File: src/rtl/my_rst_gen_pkg.sv
// Shared types and defaults for the reset generator: FSM state encoding,
// parameter defaults and the software-reset counter width.
package my_rst_gen_pkg;

  typedef enum logic [1:0] {
    ST_SYNC    = 2'd0,
    ST_HOLD    = 2'd1,
    ST_RUN     = 2'd2,
    ST_SW_HOLD = 2'd3
  } state_e;

  localparam int SYNC_STAGES_DEF    = 2;
  localparam int HOLD_CYCLES_DEF    = 16;
  localparam int SW_HOLD_CYCLES_DEF = 8;
  localparam int SW_CNT_W           = 8;

  function automatic int max_int(input int a, input int b);
    if (a > b) begin
      return a;
    end else begin
      return b;
    end
  endfunction

endpackage

File: src/rtl/my_rst_gen_sync.sv
// Reset synchronizer: asynchronously cleared chain that shifts in ones, so
// release of i_rst_n reaches o_sync after STAGES clock edges.
module my_rst_sync #(
  parameter int STAGES = 2
) (
  input  logic i_clk,
  input  logic i_rst_n,
  output logic o_sync
);

  logic [STAGES-1:0] chain_r;

  // Shift chain, cleared immediately whenever the external reset asserts.
  always_ff @(posedge i_clk or negedge i_rst_n) begin
    if (!i_rst_n) begin
      chain_r <= {STAGES{1'b0}};
    end else begin
      chain_r <= {chain_r[STAGES-2:0], 1'b1};
    end
  end

  assign o_sync = chain_r[STAGES-1];

endmodule

File: src/rtl/my_rst_gen.sv
// Reset generator: synchronizes the external reset, holds the downstream
// reset for a fixed time after power-on and after each software request.
module my_rst_gen
  import my_rst_gen_pkg::*;
#(
  parameter int SYNC_STAGES    = SYNC_STAGES_DEF,
  parameter int HOLD_CYCLES    = HOLD_CYCLES_DEF,
  parameter int SW_HOLD_CYCLES = SW_HOLD_CYCLES_DEF
) (
  input  logic                i_clk,
  input  logic                i_rst_n,
  input  logic                i_sw_rst_req,
  output logic                o_sync_rst,
  output logic                o_busy,
  output logic                o_rst_done,
  output logic [SW_CNT_W-1:0] o_sw_rst_cnt
);

  localparam int CNT_W = $clog2(max_int(HOLD_CYCLES, SW_HOLD_CYCLES) + 1);
  localparam logic [CNT_W-1:0] HOLD_LAST    = CNT_W'(HOLD_CYCLES - 1);
  localparam logic [CNT_W-1:0] SW_HOLD_LAST = CNT_W'(SW_HOLD_CYCLES - 1);
  localparam logic [SW_CNT_W-1:0] SW_CNT_MAX = {SW_CNT_W{1'b1}};

  if (SYNC_STAGES < 2) begin : g_bad_sync_stages
    $error("my_rst_gen: SYNC_STAGES must be at least 2");
  end
  if (HOLD_CYCLES < 1) begin : g_bad_hold_cycles
    $error("my_rst_gen: HOLD_CYCLES must be at least 1");
  end
  if (SW_HOLD_CYCLES < 1) begin : g_bad_sw_hold_cycles
    $error("my_rst_gen: SW_HOLD_CYCLES must be at least 1");
  end

  logic                sync_s;
  state_e              state_r;
  state_e              state_nxt_s;
  logic [CNT_W-1:0]    cnt_r;
  logic [CNT_W-1:0]    cnt_nxt_s;
  logic                sw_acc_s;
  logic                sync_rst_r;
  logic                busy_r;
  logic                rst_done_r;
  logic [SW_CNT_W-1:0] sw_cnt_r;

  my_rst_sync #(
    .STAGES (SYNC_STAGES)
  ) u_sync (
    .i_clk   (i_clk),
    .i_rst_n (i_rst_n),
    .o_sync  (sync_s)
  );

  // Next-state and hold counter; a low synchronizer output always wins.
  always_comb begin
    state_nxt_s = state_r;
    cnt_nxt_s   = cnt_r;
    sw_acc_s    = 1'b0;
    if (!sync_s) begin
      state_nxt_s = ST_SYNC;
      cnt_nxt_s   = {CNT_W{1'b0}};
    end else begin
      case (state_r)
        ST_SYNC: begin
          state_nxt_s = ST_HOLD;
          cnt_nxt_s   = {CNT_W{1'b0}};
        end
        ST_HOLD: begin
          if (cnt_r == HOLD_LAST) begin
            state_nxt_s = ST_RUN;
            cnt_nxt_s   = {CNT_W{1'b0}};
          end else begin
            cnt_nxt_s = cnt_r + CNT_W'(1);
          end
        end
        ST_RUN: begin
          if (i_sw_rst_req) begin
            state_nxt_s = ST_SW_HOLD;
            cnt_nxt_s   = {CNT_W{1'b0}};
            sw_acc_s    = 1'b1;
          end else begin
            state_nxt_s = ST_RUN;
          end
        end
        ST_SW_HOLD: begin
          if (cnt_r == SW_HOLD_LAST) begin
            state_nxt_s = ST_RUN;
            cnt_nxt_s   = {CNT_W{1'b0}};
          end else begin
            cnt_nxt_s = cnt_r + CNT_W'(1);
          end
        end
        default: begin
          state_nxt_s = ST_SYNC;
          cnt_nxt_s   = {CNT_W{1'b0}};
        end
      endcase
    end
  end

  // State, counter and registered outputs derived from the next state.
  always_ff @(posedge i_clk or negedge i_rst_n) begin
    if (!i_rst_n) begin
      state_r    <= ST_SYNC;
      cnt_r      <= {CNT_W{1'b0}};
      sync_rst_r <= 1'b1;
      busy_r     <= 1'b1;
      rst_done_r <= 1'b0;
    end else begin
      state_r    <= state_nxt_s;
      cnt_r      <= cnt_nxt_s;
      sync_rst_r <= (state_nxt_s != ST_RUN);
      busy_r     <= (state_nxt_s != ST_RUN);
      rst_done_r <= (state_nxt_s == ST_RUN) && (state_r != ST_RUN);
    end
  end

  // Saturating count of accepted software resets.
  always_ff @(posedge i_clk or negedge i_rst_n) begin
    if (!i_rst_n) begin
      sw_cnt_r <= {SW_CNT_W{1'b0}};
    end else if (sw_acc_s && (sw_cnt_r != SW_CNT_MAX)) begin
      sw_cnt_r <= sw_cnt_r + SW_CNT_W'(1);
    end else begin
      sw_cnt_r <= sw_cnt_r;
    end
  end

  assign o_sync_rst   = sync_rst_r;
  assign o_busy       = busy_r;
  assign o_rst_done   = rst_done_r;
  assign o_sw_rst_cnt = sw_cnt_r;

endmodule

File: config.mk
export PLATFORM = sky130hd
export DESIGN_NAME = my_rst_gen
export DESIGN_NICKNAME = d
export VERILOG_FILES = /design/src/rtl/my_rst_gen_pkg.sv /design/src/rtl/my_rst_gen_sync.sv /design/src/rtl/my_rst_gen.sv
export SDC_FILE = /design/constraint.sdc
export NUM_CORES = 1
export LEC_CHECK = 0
export ABC_AREA = 1
export BUFFER_PORTS_ARGS = -buffer_cell sky130_fd_sc_hd__buf_4
export CAP_MARGIN = 20
export CORE_UTILIZATION = 30
export CTS_BUF_LIST = sky130_fd_sc_hd__clkbuf_2 sky130_fd_sc_hd__clkbuf_4 sky130_fd_sc_hd__clkbuf_8
export DETAILED_ROUTE_END_ITERATION = 6
export HOLD_SLACK_MARGIN = 0.15
export SLEW_MARGIN = 20
export SYNTH_ARGS = -nofsm -noshare
export SYNTH_HDL_FRONTEND = slang
export SYNTH_SLANG_ARGS = --single-unit
File: constraint.sdc
create_clock -name i_clk -period 1.7 [get_ports i_clk]
set_clock_uncertainty 0.2 [all_clocks]
set_input_delay 0 -clock i_clk [delete_from_list [all_inputs] [get_ports i_clk]]
set_output_delay 0 -clock i_clk [all_outputs]
set_load 0.05 [all_outputs]
After elaboration in Yosys (flattened, before gate mapping)
Cells that the tools add are included.

Add/subtract/negate cells: 2. Equal/unequal tests: 10. Reductions and logical operators: 3. Multiplexer cells: 13.

Operators by type and width (count): two-way mux 5 bit (4); case mux 5 bit (4 select lines) (1); adder 8 x 1 -> 8 bit, second input constant (1); inequality test 8 bit, second input constant (1); case mux 2 bit (4 select lines) (1); == test 2 bit, second input constant (3); two-way mux 2 bit (3); adder 5 x 1 -> 5 bit, second input constant (1); == test 5 x 3 -> 1 bit, second input constant (1); == test 5 x 4 -> 1 bit, second input constant (1); two-way mux 1 bit (4); inequality test 2 bit, second input constant (2); inequality test 3 bit, second input constant (1); == test 2 x 1 -> 1 bit, second input constant (1); logical AND 1 bit (2); zero test 2 bit (1).

Register bits: 19. Word-level logic and storage cells: 34. Input port bits: 3. Output and inout bits: 11.

Longest topological paths before layout
Depth in word-level cells: 6. Gate-level depth with buffers: 9. Mapped depth without buffers: 9.

Modules after synthesis
A second synthesis with hierarchy kept.

Cell total of the unflattened synthesis: 143. Area total of the unflattened synthesis: 1077.3 um^2.

By module, submodules not included: my_rst_gen (area an instance 1023.5 um^2, times used 1, sequential area each 426.7 um^2, cells each 140); my_rst_sync (area an instance 53.8 um^2, times used 1, sequential area each 50.0 um^2, cells each 3).

Worst setup path after synthesis
No wires, ideal clock.

Path kind: flip-flop to flip-flop. Start point: register sw_cnt_r[0], in the netlist o_sw_rst_cnt[0]. End point: register sw_cnt_r[7], in the netlist o_sw_rst_cnt[7]. Setup time: 118 ps. Required time: 1382 ps. Period minus slack after synthesis: 1750 ps. Cell stages (with the launch flop): 9. Buffers on the path: 0. Slack: -50 ps. Arrival time: 1432 ps. Path through: dfrtp_1 ha_1 nand3_2 clkinv_1 nand2_2 nand2_4 inv_4 nand2_1 nand2_1.

Word-level cells in the longest chain between the ends: 2. Elaborated cells between the ends (all ways): 3. Classes of those cells: add/sub: 1; eq/ne: 1; reduce/logical: 1.

Ends and longest elaborated chain: start: declaration (RTL line my_rst_gen.sv:43) `logic [SW_CNT_W-1:0] sw_cnt_r;`; start signal: assignment (RTL line my_rst_gen.sv:120) `sw_cnt_r <= {SW_CNT_W{1'b0}};`; start signal: assignment (RTL line my_rst_gen.sv:122) `sw_cnt_r <= sw_cnt_r + SW_CNT_W'(1);`; start signal: assignment (RTL line my_rst_gen.sv:124) `sw_cnt_r <= sw_cnt_r;`; branches (longest 2 deep; another with adder 8 x 1 -> 8 bit).

Several ways; the timed one is not identified. A chain may end at the register's enable or synchronous reset.

Final worst setup path
Start point: register cnt_r[1]. End point: register cnt_r[1].

Word-level cells in the longest chain between the ends: 4. Elaborated cells between the ends (all ways): 7. Classes of those cells: add/sub: 1; eq/ne: 2; mux: 4.

Ends and longest elaborated chain: start: declaration (RTL line my_rst_gen.sv:37) `logic [CNT_W-1:0] cnt_r;`; start signal: assignment (RTL line my_rst_gen.sv:104) `cnt_r <= {CNT_W{1'b0}};`; start signal: assignment (RTL line my_rst_gen.sv:110) `cnt_r <= cnt_nxt_s;`; adder 5 x 1 -> 5 bit (tied with other cells) (RTL line my_rst_gen.sv:72, my_rst_gen.sv:89); two-way mux 5 bit (on tied branches) (RTL line my_rst_gen.sv:85, my_rst_gen.sv:68); case mux 5 bit (4 select lines) * (RTL line my_rst_gen.sv:62) `case (state_r)`; two-way mux 5 bit * (RTL line my_rst_gen.sv:58) `if (!sync_s) begin`.

Mark *: on every way between the ends. The rest lies on a longest branch, timed or not.

==> run metrics <==
Yosys warnings=0; DR vias/cell=4.37; CTS Buf Count=3; R2R cell count=9; max incr delay on CP=roughly 0.42 ns; vias in the first global route=832; Max rail drop VDD=~0.38 mV; Tcrit/Tclk final=0.977; H-tree levels=1; Final Max Slew Viols=0; Starting Density=0.314; FP Rows=21; Hold Path Depth=0; max-cap violations=0; Core Util, Final=0.392; Synth top area share=0.426; DR pass1 iterations=4; WL final=2160 um; largest net degree at the start of global routing=20; crit path cell chain=ha_2, nand2_4, nor2_4, ha_4, inv_1, nand2_1, nand2_2, nand3_1, nand2_1; crit path buf inv count=1; post-synthesis cell type count=23; most common cell after layout, fill and taps aside=nand2_1; antenna violations before repair=0; leading area contributor after synthesis=dfrtp_1; top cells by area, synth=dfrtp_1, nand2_1, inv_1; I/O pin total=14; power per cell area=557 mW/mm^2; met2 Usage GRT=0.230; die width=61.4 um; Synth Register Bits=19; Syn Nets=150; post-synthesis cell area=0.00106 sq mm; cells after synthesis=143; worst reg2reg path startpoint=cnt_r[1]; GPL Wtd Cong=0.820; Startpoint Class=register; Post-DP Area=0.00121 sq mm; met3 GRT Util=0.0378; Avg Cell Area, Syn=between 7 and 8 sq um; IO buf count=13; CP endpoint kind=register; Area Growth Syn to Fin=24.6%; met1 Resource Use GR=0.148; crit path max fanout=4; unrepaired setup endpoints after global routing=yes; count of final hold-check violations=0; worst hold start=u_sync.chain_r[0]; WL/cell=10.3 um; outcome=finished clean; Final HPWL DP=1520 um; Min-Delay Endpoint=u_sync.chain_r[1]; minimum clock period=1.66 ns; Hold WS=about 0.17 ns; Final Worst Setup Slack=approximately 0.039 ns; Root Driver=clkbuf_4; CTS tree=done; worst-path cell with the longest stage delay=dfrtp_1; Critical R2R Capture=cnt_r[1]; most frequent cells in the layout=nand2_1, inv_1, dfrtp_1, buf_4, nand3_1; P_leak=0.695 nW; crit path kind=reg -> reg; core area=0.00336 sq mm; critical path's top delay family=simple AND/OR/NAND/NOR gates; layout cell share with drive strength beyond 1=0.232; grt total ovfl=0; 1st-iter DRT viols=72; fin nets=172; final setup fails=0; Die Ht=61.4 um; Data arrival, critical path=1.66 ns; CTS sink cnt=19; Clock Latency Late Sink=0.31 ns; most numerous cell on the critical path=nand2_1; antenna cells=0; Worst Hold Class=reg -> reg; Max Fclk=602 MHz; die area=around 0.0038 sq mm; Clk pin slew, worst setup/hold paths=around 0.12 ns; Max clock buf depth=2; total number of cells along the worst setup path=9; pre-CTS setup slack=0.0201 ns; Setup TNS Final=0 ns; GRT Util Overall=0.128; first-pass GRT wire length=3550 um; FF-to-FF setup slack=0.04 ns; sequential share of the synthesized area=0.451; Layout fillers=370; Vias=918; critical path required time=~1.7 ns; Antenna Nets Post-Route=0; # DRC=0; GRT Max-Usage Layer=met2; fin area=0.00132 sq mm
-- worst register-to-register path, delay by kind of cell (launching register included) --
kind,cells,cell delay [ns]
simple gates,6,0.50
fa+ha+maj,2,0.39
flops,1,0.42
buf+inv,1,0.05
-- metrics by stage --
| stage | instances | total power [mW] |
|---|---|---|
| floorplan | 143 | 0.479 |
| global placement | 201 | 0.495 |
| detailed placement | 201 | 0.497 |
| CTS | 209 | 0.747 |
| global route | 210 | 0.772 |
| finish | 210 | 0.734 |
-- layout make-up --
type | instances | area (sq um) | share of cell area
Multi-Input combinational cell | 100 | 522 | 0.396
Timing Repair Buffer | 18 | 143 | 0.108
Clock buffer | 3 | 22.5 | 0.0171
Sequential cell | 19 | 479 | 0.364
Tap cell | 46 | 57.6 | 0.0437
Inverter | 23 | 88.8 | 0.0674
Clock inverter | 1 | 5.00 | 0.00380
-- repair_timing --
item,in CTS,in global routing
buffers inserted,1,1
gates cloned,0,0
hold buffers,3,0
pin swaps,0,5
resized for setup,0,12
endpoints found under the setup margin,1,8
hold endpoints to repair,35,0
-- cell families (layout without fill, tap and decap cells) --
logic type      after synthesis  count (layout)  synth area share
fa+ha+maj                     4               4            0.0473
compound gates                6               6            0.0296
xor+xnor                      3               3            0.0249
simple gates                 86              86             0.353
buf+inv                      24              45            0.0911
flops                        19              19             0.451
other cells                   1               1           0.00355
-- sequential cells by signal, summed over array words and instances, names as in the netlist --
| signal | cells |
|---|---|
| u_sync.chain_r | 2 |
| o_rst_done | 1 |
| o_sw_rst_cnt | 8 |
| o_busy | 1 |
| cnt_r | 5 |
| state_r | 2 |
-- cell usage after synthesis --
library cell and n:
conb_1 1, inv_1 19, clkinv_1 1, nand2_4 1, nand3_2 1, nor2_2 1
a31oi_1 1, inv_2 2, o21ai_0 4, nand2_1 58, nand2_2 2, nand3_1 9
nor2_4 1, a21oi_1 1, nand4_1 4, buf_4 1, ha_1 4, inv_4 1
dfstp_2 1, xnor2_1 2, dfrtp_1 18, nor2_1 9, xor2_1 1
-- worst max path at each step --
stage          slack [ns]             from              end
2_1_floorplan        0.12  o_sw_rst_cnt[0]  o_sw_rst_cnt[7]
3_3_place_gp         0.07         cnt_r[0]         cnt_r[2]
5_1_grt             -0.05         cnt_r[1]       o_rst_done
6_report             0.04         cnt_r[1]         cnt_r[1]
3_5_place_dp         0.02         cnt_r[0]         cnt_r[2]
4_1_cts              0.03         cnt_r[1]         cnt_r[2]
-- power breakdown --
group          switching (mW)  internal [mW]
sequential            0.00506          0.457
clock                   0.152         0.0879
combinational          0.0196         0.0135
total                   0.176          0.558
-- layer usage --
layer,part of all wire,vias to the layer above
li1,-,478
met5,0,-
met4,0,0
met2,0.51,17
met3,0.040,0
met1,0.45,423
Power figures use the tool's default switching activity.
